<file path="src/rtl/tau_pkg.sv">
// tau_pkg: shared state encoding, default widths and the shifted-term helper for the tau MAC
package tau_pkg;

    typedef enum logic [1:0] {IDLE, BUSY, OUT} tau_state_e;

    localparam int TAU_WIDTH     = 8;
    localparam int TAU_ACC_WIDTH = 2 * TAU_WIDTH + 8;
    localparam int TAU_MAX_W     = 256;

    function automatic logic [TAU_MAX_W-1:0] tau_term(input logic [TAU_MAX_W-1:0] b, input int unsigned k);
        return b << k;
    endfunction

endpackage

</file>
<file path="src/rtl/tau_msb_encoder.sv">
// tau_msb_encoder: MSB index, one-hot of the MSB and at-most-one-bit detection for a vector
module tau_msb_encoder
    import tau_pkg::*;
#(
    parameter int WIDTH = TAU_WIDTH,
    localparam int IDX_W = $clog2(WIDTH)
) (
    input  logic [WIDTH-1:0] vec,
    output logic [IDX_W-1:0] idx,
    output logic             any,
    output logic [WIDTH-1:0] onehot,
    output logic             single
);

    // highest set bit wins because later iterations overwrite earlier ones
    always_comb begin
        idx = '0;
        for (int i = 0; i < WIDTH; i++)
            if (vec[i]) idx = IDX_W'(i);
    end

    assign any    = |vec;
    assign onehot = any ? (WIDTH'(1) << idx) : '0;
    assign single = (vec & (vec - WIDTH'(1))) == '0;

endmodule

</file>
<file path="src/rtl/tau_mac_stream.sv">
// tau_mac_stream: streaming tau-encoded MAC, one add per set bit of a, result on valid/ready
module tau_mac_stream
    import tau_pkg::*;
#(
    parameter int WIDTH     = TAU_WIDTH,
    parameter int ACC_WIDTH = 2 * WIDTH + 8
) (
    input  logic                 clk,
    input  logic                 reset_n,
    input  logic                 in_valid,
    output logic                 in_ready,
    input  logic [WIDTH-1:0]     in_a,
    input  logic [WIDTH-1:0]     in_b,
    input  logic                 in_last,
    input  logic                 clear,
    output logic                 out_valid,
    input  logic                 out_ready,
    output logic [ACC_WIDTH-1:0] out_data,
    output logic                 out_ovf
);

    localparam int IDX_W = $clog2(WIDTH);

    tau_state_e           state_q;
    logic [ACC_WIDTH-1:0] acc_q, acc_d, out_data_q;
    logic                 ovf_q, ovf_d, out_ovf_q, last_q;
    logic [WIDTH-1:0]     a_rem_q, b_q, enc_onehot;
    logic [IDX_W-1:0]     enc_idx;
    logic                 enc_any, enc_single;
    logic [ACC_WIDTH:0]   sum;

    tau_msb_encoder #(.WIDTH(WIDTH)) u_enc (
        .vec    (a_rem_q),
        .idx    (enc_idx),
        .any    (enc_any),
        .onehot (enc_onehot),
        .single (enc_single)
    );

    // accumulator after this cycle's add; an empty a_rem leaves it untouched
    always_comb begin
        sum   = {1'b0, acc_q} + {1'b0, ACC_WIDTH'(tau_term(TAU_MAX_W'(b_q), 32'(enc_idx)))};
        acc_d = enc_any ? sum[ACC_WIDTH-1:0] : acc_q;
        ovf_d = ovf_q | (enc_any & sum[ACC_WIDTH]);
    end

    // control FSM with accumulator, operand and result registers
    always_ff @(posedge clk or negedge reset_n) begin
        if (!reset_n) begin
            state_q    <= IDLE;
            acc_q      <= '0;
            ovf_q      <= 1'b0;
            a_rem_q    <= '0;
            b_q        <= '0;
            last_q     <= 1'b0;
            out_data_q <= '0;
            out_ovf_q  <= 1'b0;
        end else begin
            case (state_q)
                IDLE: begin
                    if (clear) begin
                        acc_q <= '0;
                        ovf_q <= 1'b0;
                    end
                    if (in_valid) begin
                        a_rem_q <= in_a;
                        b_q     <= in_b;
                        last_q  <= in_last;
                        state_q <= BUSY;
                    end
                end
                BUSY: begin
                    a_rem_q <= a_rem_q & ~enc_onehot;
                    if (enc_single && last_q) begin
                        out_data_q <= acc_d;
                        out_ovf_q  <= ovf_d;
                        acc_q      <= '0;
                        ovf_q      <= 1'b0;
                        state_q    <= OUT;
                    end else begin
                        acc_q <= acc_d;
                        ovf_q <= ovf_d;
                        if (enc_single) state_q <= IDLE;
                    end
                end
                OUT: if (out_ready) state_q <= IDLE;
                default: state_q <= IDLE;
            endcase
        end
    end

    assign in_ready  = state_q == IDLE;
    assign out_valid = state_q == OUT;
    assign out_data  = out_data_q;
    assign out_ovf   = out_ovf_q;

endmodule

</file>
<file path="config.mk">
export PLATFORM = sky130hd
export DESIGN_NAME = tau_mac_stream
export DESIGN_NICKNAME = d
export VERILOG_FILES = /design/src/rtl/tau_pkg.sv /design/src/rtl/tau_msb_encoder.sv /design/src/rtl/tau_mac_stream.sv
export SDC_FILE = /design/constraint.sdc
export NUM_CORES = 1
export LEC_CHECK = 0
export ABC_AREA = 1
export CORE_UTILIZATION = 62
export CTS_CLUSTER_SIZE = 8
export DETAILED_ROUTE_END_ITERATION = 12
export PLACE_DENSITY = 0.9
export SLEW_MARGIN = 20
export SYNTH_ARGS = -nofsm -noshare
export SYNTH_HDL_FRONTEND = slang
export SYNTH_HIERARCHICAL = 1
export SYNTH_SLANG_ARGS = --single-unit
</file>
<file path="constraint.sdc">
create_clock -name clk -period 5.7 [get_ports clk]
set_clock_uncertainty 0.15 [all_clocks]
set_input_delay 1.14 -clock clk [delete_from_list [all_inputs] [get_ports clk]]
set_output_delay 1.14 -clock clk [all_outputs]
set_load 0.03 [all_outputs]
</file>
==> results.py, run 1 <==
metrics = {
    "run_status": {
        "status": "finished, final reports clean",
    },
    "logic_synthesis": {
        "avgSynthCellArea_um2": 6.99,
        "synth.cell_area_mm2": 0.00458,
        "ys_ff_latch": 69,
        "synth_top_area_share_pct": 37.7,
        "synth_largest_area_cell": "dfrtp_1",
        "synth_fp_nets": 693,
        "syn-instance-count": 655,
        "synth_cell_types": 37,
        "ys_seq_area_share_pct": 37.7,
        "ys.warnings.count": 6,
        "synth.area.top_cells": "dfrtp_1, nand2_1, nand3_1, nor2_1, inv_1",
    },
    "clock_network": {
        "cts_resized": 0,
        "path_clk_slew_ns": 0.08,
        "insertion_delay_ns": 0.36,
        "cts.sinks": 69,
        "clock_path_buffers": 2,
        "cts_tree": "built",
        "postCtsHoldBufs": 0,
        "numCtsBuffers": 9,
        "cts_root_buf": "clkbuf_8",
        "cts_setup_buffers": 0,
        "cts_htree_levels": 3,
    },
    "routing": {
        "drtPass1Iterations": 5,
        "ant_nets": 0,
        "wl_per_cell_um": 14.3,
        "num_vias": 4368,
        "finalWirelength_um": 11500,
        "initialDrtViolationCount": 296,
        "vias_per_cell": 5.46,
        "drc_errors": 0,
    },
    "sta": {
        "max_freq_ghz": 0.281,
        "setup_violations": 0,
        "hold_slack_ns": 0.337,
        "period_share_pct": 62.4,
        "max_slew_margin_pct": 36.0,
        "maxSlewViolCount": 0,
        "min_period_ns": 3.56,
        "fin_setup_tns_ns": 0,
        "rsz0062_at_grt": "false",
        "hold_violations": 0,
        "tightest_slew_ns": 0.960,
    },
    "worst_setup_path": {
        "worstPathRequired_ns": 5.77,
        "cp-start-kind": "flip-flop",
        "worst_setup_path_end_kind": "flip-flop",
        "cpPeakStageDelay_ns": 0.42,
        "cpMostUsedCell": "nand2_1",
        "crit_type": "reg -> reg",
        "crit_path_start": "a_rem_q[2]",
        "reg2reg_depth": 22,
        "crit_path_max_fanout": 13,
        "cp_data_arrival_time_ns": 3.63,
        "rr_startpoint": "a_rem_q[2]",
        "slowest_stage": "dfrtp_1",
        "path_cells": "inv_1 > nand2_1 > nand2_1 > nand2_1 > nand2_1 > nand2_2 > inv_1 > inv_1 > nand2_1 > nand2_1 > o21ai_0 > mux2i_1 > ha_1 > nand2_1 > nor2_1 > nor2_1 > nand2_1 > nand2_1 > nand2_2 > nand3_1 > nand3_1 > o21ai_0",
    },
    "floorplan": {
        "io_pins": 49,
        "rows": 30,
        "start_util_pct": 65.9,
        "dieArea_mm2": 0.00773,
        "die_w_um": 87.9,
        "die_h_um": 87.9,
        "core_region_area_mm2": 0.00694,
    },
    "finish": {
        "diodes": 0,
        "area_growth_pct": 15.9,
        "layout-drive-gt1-share_pct": 9.66,
        "nNetsFinal": 737,
        "final_cell_mix": "nand2_1, dfrtp_1, nor2_1",
        "fillers": 571,
        "mostFrequentLayoutCell": "nand2_1",
        "stdcell_area_mm2": 0.00531,
    },
    "grt": {
        "grt_max_degree": 44,
        "grt_pass1_wl_um": 19300,
        "grt_overflow": 0,
        "grt_antenna_before_repair": 0,
        "grt_pass1_vias": 4214,
        "track_usage_pct": 32.8,
    },
    "placed_design": {
        "dp_hpwl_um": 8490,
        "port_buffers": 48,
        "place_area_mm2": 0.00510,
        "gp_congestion": 0.953,
    },
    "worst_hold_path": {
        "hold_depth": 2,
        "hp-class": "reg -> reg",
        "hp-start": "out_data[22]",
    },
    "job": {
        "maxCapViolations": 0,
    },
}
-- state kept, by name (all words and copies together) (netlist names) --
register,cells
out_data,24
a_rem_q,8
ovf_q,1
out_ovf,1
state_q,2
acc_q,24
last_q,1
b_q,8
-- metrics by stage --
stage	std cells	setup slack (ns)	utilization, %
6_report	800	2.14	76.4
4_1_cts	800	2.21	76.4
3_5_place_dp	784	2.29	73.4
2_1_floorplan	655	2.77	-
5_1_grt	800	1.69	76.4
3_3_place_gp	784	2.35	73.4
-- cells by family after synthesis --
kind of cell / synth area share (%)
AOI/OAI and AO/OA: 8.58
xor gates and xnor gates: 1.34
adders and majority gates: 4.54
buffers and inverters: 7.35
DFF: 37.7
muxes: 2.82
and+or+nand+nor: 37.7
-- final cells by class --
type / instances / area [um^2] / area share [%]
clock buffer: 11 / 151 / 2.85
clock inverter: 5 / 58.8 / 1.11
inverter: 63 / 236 / 4.46
multi-input combinational: 505 / 2510 / 47.4
sequential: 69 / 1730 / 32.5
tap: 96 / 120 / 2.26
timing repair buffer: 51 / 498 / 9.38
-- worst paths after layout --
check / to / slack (ns)
setup / recovery: acc_q[20] / 2.14
hold / removal: out_data[22] / 0.34
setup reg to reg: acc_q[20] / 2.14
hold reg to reg: out_data[22] / 0.34
max in group asynchronous: out_ovf / 3.80
min in group asynchronous: out_data[11] / 0.62
-- Yosys cell counts, drive strengths merged --
| master | instances |
|---|---|
| a21oi | 25 |
| a31oi | 2 |
| and2 | 1 |
| buf | 13 |
| clkbuf | 5 |
| clkinv | 2 |
| dfrtp | 69 |
| fa | 1 |
| ha | 15 |
| inv | 61 |
| mux2 | 7 |
| mux2i | 5 |
| nand2 | 245 |
| nand3 | 58 |
| nand3b | 2 |
| nand4 | 6 |
| nor2 | 67 |
| nor3 | 6 |
| nor4 | 3 |
| o21ai | 44 |
| o22ai | 2 |
| o31ai | 1 |
| or2 | 8 |
| xnor2 | 5 |
| xor2 | 2 |
-- critical path: cells and delay by family (launching register included) --
kind	cells	cell delay (ns)
buf+inv	3	0.54
compound gates	2	0.39
fa+ha+maj	1	0.39
simple gates	15	1.39
mux	1	0.13
flops	1	0.42
-- per-layer routing --
| layer | part of all wire (%) | routed length (um) | track usage [%] | up-vias |
|---|---|---|---|---|
| met2 | 47 | 5440 | 55.0 | 146 |
| met3 | 5.1 | 582 | 4.52 | 20 |
| met1 | 46 | 5230 | 42.9 | 2023 |
| met4 | 1.8 | 205 | 13.0 | 0 |
| li1 | - | - | - | 2179 |
| met5 | 0 | 0 | 0 | - |
Power of run 1 is left out: the tool's default activity adds up to more than one toggle a clock period on the data nets, which glitch-free logic cannot reach.
==> run 2: changes to the inputs <==
- CORE_UTILIZATION: 62 -> 57
- PLACE_DENSITY: 0.9 -> 0.84
- clock period: 5.7 -> 3.7 ns (I/O delays scaled with it)
==> run 2 against run 1 <==
- cell count is 1.3% higher
- sequential share of layout area down 0.092 points
- non-clock buffer count is 4 higher
- utilization shrank 7.9 points
- wire length grew 1.8%
- via count is 2.2% higher
- count of clock-buffer cells in the layout down 2
- design area up 0.28%
- critical endpoint is now out_data[14]
==> results.py, run 2 (synthesized netlist as in run 1, its figures left out) <==
metrics = {
    "sta": {
        "tightest_slew_ns": 0.595,
        "hold_violations": 0,
        "min_period_ns": 3.42,
        "maxSlewViolCount": 0,
        "max_slew_margin_pct": 60.3,
        "setup_violations": 0,
        "fin_setup_tns_ns": 0,
        "period_share_pct": 92.4,
        "max_freq_ghz": 0.293,
    },
    "placed_design": {
        "dp_hpwl_um": 8530,
        "placedCellCount": 793,
        "place_area_mm2": 0.00513,
        "gp_congestion": 1.03,
        "port_buffers": 48,
    },
    "routing": {
        "wl_per_cell_um": 14.4,
        "vias_per_cell": 5.51,
        "num_vias": 4466,
        "drtPass1Iterations": 5,
        "initialDrtViolationCount": 482,
        "ant_nets": 0,
        "drc_errors": 0,
        "finalWirelength_um": 11700,
    },
    "clock_network": {
        "cts.sinks": 69,
        "numCtsBuffers": 9,
        "cts_root_buf": "clkbuf_8",
        "clock_path_buffers": 2,
        "path_clk_slew_ns": 0.08,
        "insertion_delay_ns": 0.36,
        "cts_tree": "built",
        "cts_htree_levels": 3,
    },
    "worst_setup_path": {
        "cpMostUsedCell": "nand2_1",
        "worst_setup_path_end_kind": "flip-flop",
        "cp-start-kind": "flip-flop",
        "path_buf_inv": 4,
        "worstPathRequired_ns": 3.80,
        "crit_path_max_fanout": 12,
        "crit_type": "reg -> reg",
        "cpPeakStageDelay_ns": 0.41,
        "slowest_stage": "dfrtp_1",
        "cp_top_family": "simple AND/OR/NAND/NOR gates",
        "cp_data_arrival_time_ns": 3.52,
        "path_cells": "inv_1 > nand2_1 > nand2_1 > nand2_1 > nand2_1 > nand2_2 > clkinvlp_4 > inv_1 > o21ai_0 > mux2i_1 > mux2i_1 > ha_1 > nand2_2 > inv_1 > a21oi_2 > nor2_1 > nor2_1 > nand2_1 > nand2_1 > nand3_1 > nand3_1 > nand2_1",
    },
    "finish": {
        "area_growth_pct": 16.2,
        "mostFrequentLayoutCell": "nand2_1",
        "layout-drive-gt1-share_pct": 10.6,
        "stdcell_area_mm2": 0.00532,
        "nNetsFinal": 741,
        "final_cell_mix": "nand2_1, dfrtp_1, nor2_1",
        "final_util_pct": 68.5,
        "diodes": 0,
        "fillers": 636,
        "stdcell_count": 810,
    },
    "run_status": {
        "status": "finished, final reports clean",
    },
    "grt": {
        "grt_max_degree": 46,
        "track_usage_pct": 30.0,
        "grt_pass1_wl_um": 19900,
        "grt_antenna_before_repair": 0,
        "grt_pass1_vias": 4271,
        "grt_overflow": 0,
    },
    "floorplan": {
        "die_h_um": 91.6,
        "core_region_area_mm2": 0.00777,
        "io_pins": 49,
        "die_w_um": 91.6,
        "start_util_pct": 58.9,
        "dieArea_mm2": 0.00839,
        "rows": 32,
    },
    "job": {
        "maxCapViolations": 0,
    },
    "worst_hold_path": {
        "hp-class": "in -> async",
    },
}
## run 2: layer usage
layer	track usage, %	part of all wire (%)	wire [um]	up-vias
li1	-	-	-	2188
met1	42.5	45	5230	2074
met2	45.4	45	5270	182
met3	5.64	7.9	922	22
met4	11.6	2.1	247	0
met5	0	0	0	-
## run 2: layout make-up
cell class / count / area [um^2] / area share [%]
Tap cell: 102 / 128 / 2.40
Timing Repair Buffer: 55 / 531 / 9.97
Sequential cell: 69 / 1730 / 32.4
Inverter: 63 / 244 / 4.59
Clock inverter: 7 / 50.0 / 0.941
Clock buffer: 9 / 124 / 2.33
Multi-Input combinational cell: 505 / 2520 / 47.3
## run 2: what timing repair did
action | CTS | global route
resized for setup | 0 | 7
hold buffers | 0 | 0
setup buffers | 0 | 1
endpoints found under the setup margin | 0 | 34
## run 2: path summary, 6_finish.rpt
check,start,endpoint,slack (ns),cells after the start
hold reg to reg,out_data[9],out_data[9],0.34,2
setup / recovery,a_rem_q[2],out_data[14],0.28,22
hold / removal,reset_n,out_data[3],0.22,1
max in group asynchronous,reset_n,acc_q[18],2.50,2
setup reg to reg,a_rem_q[2],out_data[14],0.28,22
min in group clk,out_data[9],out_data[9],0.34,2
## run 2: per-stage QoR
step / hold WS [ns] / setup WS [ns]
5_1_grt: 0.276 / -0.00466
4_1_cts: 0.344 / 0.253
2_1_floorplan: 0.294 / 0.772
3_5_place_dp: 0.315 / 0.273
3_3_place_gp: 0.315 / 0.355
6_report: 0.225 / 0.282
Power of run 2 is left out for the same reason.
==> run 3: changes to the inputs <==
- ABC_AREA: 1 -> not set
- CORE_UTILIZATION: 57 -> 52
- PLACE_DENSITY: 0.84 -> 0.81
- clock period: 3.7 -> 2.9 ns (I/O delays scaled with it)
==> run 3 against run 2 <==
- the flow now finishes with violations (negative setup slack)
- design area is 20% higher
- area after synthesis is 3.6% lower
- first-iteration DRC count fell by 26%
- count of clock-buffer cells in the layout did not move
- global-route usage shrank 1.4 points
- worst hold slack lost 0.20 ns
- via count rose by 0.58%
- critical path type unchanged
- critical endpoint is now out_data[12]
- highest routed layer unchanged
==> results.py, run 3 <==
metrics = {
    "worst_hold_path": {
        "hp-class": "in -> async",
    },
    "logic_synthesis": {
        "synth_fp_nets": 516,
        "yosys_most_used_dff": "dfrtp_1",
        "synth_top_area_share_pct": 39.1,
        "avgSynthCellArea_um2": 9.23,
        "async_flop_share_pct": 100,
        "ys_ff_latch": 69,
        "synth_edf_count": 0,
        "synth.area.top_cells": "dfrtp_1, o21ai_0, mux2i_1, nand2_1, ha_1",
        "synth.cell_area_mm2": 0.00441,
        "ys_seq_area_share_pct": 39.1,
        "synthTopCellsByCount": "dfrtp_1, nand2_1, o21ai_0, a21oi_1, nor2_1",
        "synth_cell_types": 57,
        "ys.warnings.count": 6,
        "synth_largest_area_cell": "dfrtp_1",
        "yosysMostFrequentCell": "dfrtp_1",
        "syn-instance-count": 478,
    },
    "grt": {
        "grt_antenna_before_repair": 0,
        "grt_max_degree": 56,
        "grt_overflow": 0,
        "grt_pass1_wl_um": 19400,
        "grt_pass1_vias": 4160,
        "track_usage_pct": 28.5,
    },
    "clock_network": {
        "clock_path_buffers": 2,
        "path_clk_slew_ns": 0.08,
        "numCtsBuffers": 9,
        "cts_tree": "built",
        "cts.sinks": 69,
        "cts_htree_levels": 3,
        "cts_root_buf": "clkbuf_8",
        "insertion_delay_ns": 0.37,
    },
    "finish": {
        "final_util_pct": 77.8,
        "stdcell_area_mm2": 0.00639,
        "stdcell_count": 708,
        "area_growth_pct": 44.8,
        "fillers": 489,
        "mostFrequentLayoutCell": "buf_4",
        "diodes": 0,
        "nNetsFinal": 636,
        "final_cell_mix": "buf_4, dfrtp_1, nand2_1",
        "layout-drive-gt1-share_pct": 35.0,
    },
    "sta": {
        "maxSlewViolCount": 0,
        "setup_slack_ns": -0.762,
        "max_slew_margin_pct": 65.5,
        "tightest_slew_ns": 0.518,
        "setup_violations": 45,
        "period_share_pct": 126,
        "max_freq_ghz": 0.273,
        "hold_violations": 0,
        "min_period_ns": 3.66,
        "rsz0062_at_grt": "true",
    },
    "floorplan": {
        "start_util_pct": 53.7,
        "dieArea_mm2": 0.00886,
        "io_pins": 49,
        "die_h_um": 94.1,
        "core_region_area_mm2": 0.00822,
        "die_w_um": 94.1,
        "rows": 33,
    },
    "placed_design": {
        "placedCellCount": 672,
        "port_buffers": 48,
        "place_area_mm2": 0.00549,
        "pre_cts_slack_ns": -0.694,
        "dp_hpwl_um": 7820,
        "gp_congestion": 0.865,
    },
    "worst_setup_path": {
        "worst_setup_path_end_kind": "flip-flop",
        "crit_type": "reg -> reg",
        "cp_data_arrival_time_ns": 3.75,
        "worstPathRequired_ns": 2.98,
        "cp-start-kind": "flip-flop",
        "crit_path_max_fanout": 5,
    },
    "routing": {
        "drtPass1Iterations": 5,
        "wl_per_cell_um": 21.0,
        "drc_errors": 0,
        "initialDrtViolationCount": 358,
        "ant_nets": 0,
        "vias_per_cell": 6.34,
        "finalWirelength_um": 14800,
        "num_vias": 4492,
    },
    "run_status": {
        "violations": "negative setup slack",
        "status": "finished with violations",
    },
    "job": {
        "maxCapViolations": 0,
    },
}
## run 3: changes by cell type after synthesis, moves of 12 or more
cell	change
o21ai_0	+28
nor2_1	-35
mux2i_1	+19
inv_1	-50
nand2_2	-12
nor2b_1	+22
nand3_1	-48
xnor2_1	+12
nand2_1	-171
clkbuf_1	+13
a22o_1	+14
## run 3: cells by family (layout without fill, tap and decap cells)
| family | after synthesis | count (layout) | share of synthesized area (%) |
|---|---|---|---|
| mux | 38 | 38 | 9.01 |
| buf+inv | 31 | 155 | 3.09 |
| flops | 69 | 69 | 39.1 |
| simple gates | 156 | 156 | 17.8 |
| xor+xnor | 20 | 20 | 3.97 |
| fa+ha+maj | 17 | 17 | 4.93 |
| compound gates | 147 | 148 | 22.1 |
## run 3: critical path, stage by stage, from the launching register on
cell and delay [ns]:
dfrtp_2 0.43, nor2b_2 0.20, o21bai_4 0.13, a21oi_4 0.26, buf_4 0.16, mux2_4 0.32, o22ai_4 0.20, ha_4 0.23
a21o_1 0.20, a21oi_4 0.21, buf_6 0.14, a21oi_4 0.07, o211ai_1 0.22, and2_4 0.21, mux2i_2 0.28, nand2_1 0.10
## run 3: metrics by stage
stage	hold slack (ns)	TNS [ns]
floorplan	0.134	-11.83
detailed placement	0.320	-19.22
CTS	0.0379	-17.66
global route	0.0597	-29.33
finish	0.0284	-25.07
global placement	0.310	-14.36
## run 3: worst paths after layout
kind / from / endpoint / slack [ns] / cells past startpoint
hold / removal: reset_n / b_q[0] / 0.03 / 1
hold reg to reg: out_data[14] / out_data[14] / 0.33 / 2
max in group asynchronous: reset_n / a_rem_q[2] / 1.90 / 2
min in group clk: out_data[14] / out_data[14] / 0.33 / 2
setup reg to reg: a_rem_q[2] / out_data[12] / -0.76 / 15
setup / recovery: a_rem_q[2] / out_data[12] / -0.76 / 15
## run 3: per-layer routing
metal | global-route usage [%] | share of wire (%) | vias to the layer above | routed length [um]
met5 | 0 | 0 | - | 0
met4 | 14.0 | 6.0 | 0 | 892
met3 | 6.63 | 6.6 | 99 | 981
met2 | 49.8 | 50 | 271 | 7400
met1 | 32.7 | 38 | 2173 | 5560
li1 | - | - | 1949 | -
## run 3: cell type report
| cell class | instances | area, um^2 | share of cell area, % |
|---|---|---|---|
| multi-input combinational | 379 | 3100 | 48.5 |
| clock inverter | 7 | 66.3 | 1.04 |
| inverter | 6 | 25.0 | 0.391 |
| tap | 105 | 131 | 2.05 |
| sequential | 69 | 1730 | 27.1 |
| clock buffer | 9 | 124 | 1.94 |
| timing repair buffer | 133 | 1210 | 19.0 |
## run 3: what timing repair did
action,4_1_cts,5_1_grt
endpoints found under the setup margin,41,48
cloned,1,1
gates resized for setup,51,81
pin swaps,29,40
setup buffers,5,13
hold buffers,0,0
Power of run 3 is left out for the same reason.
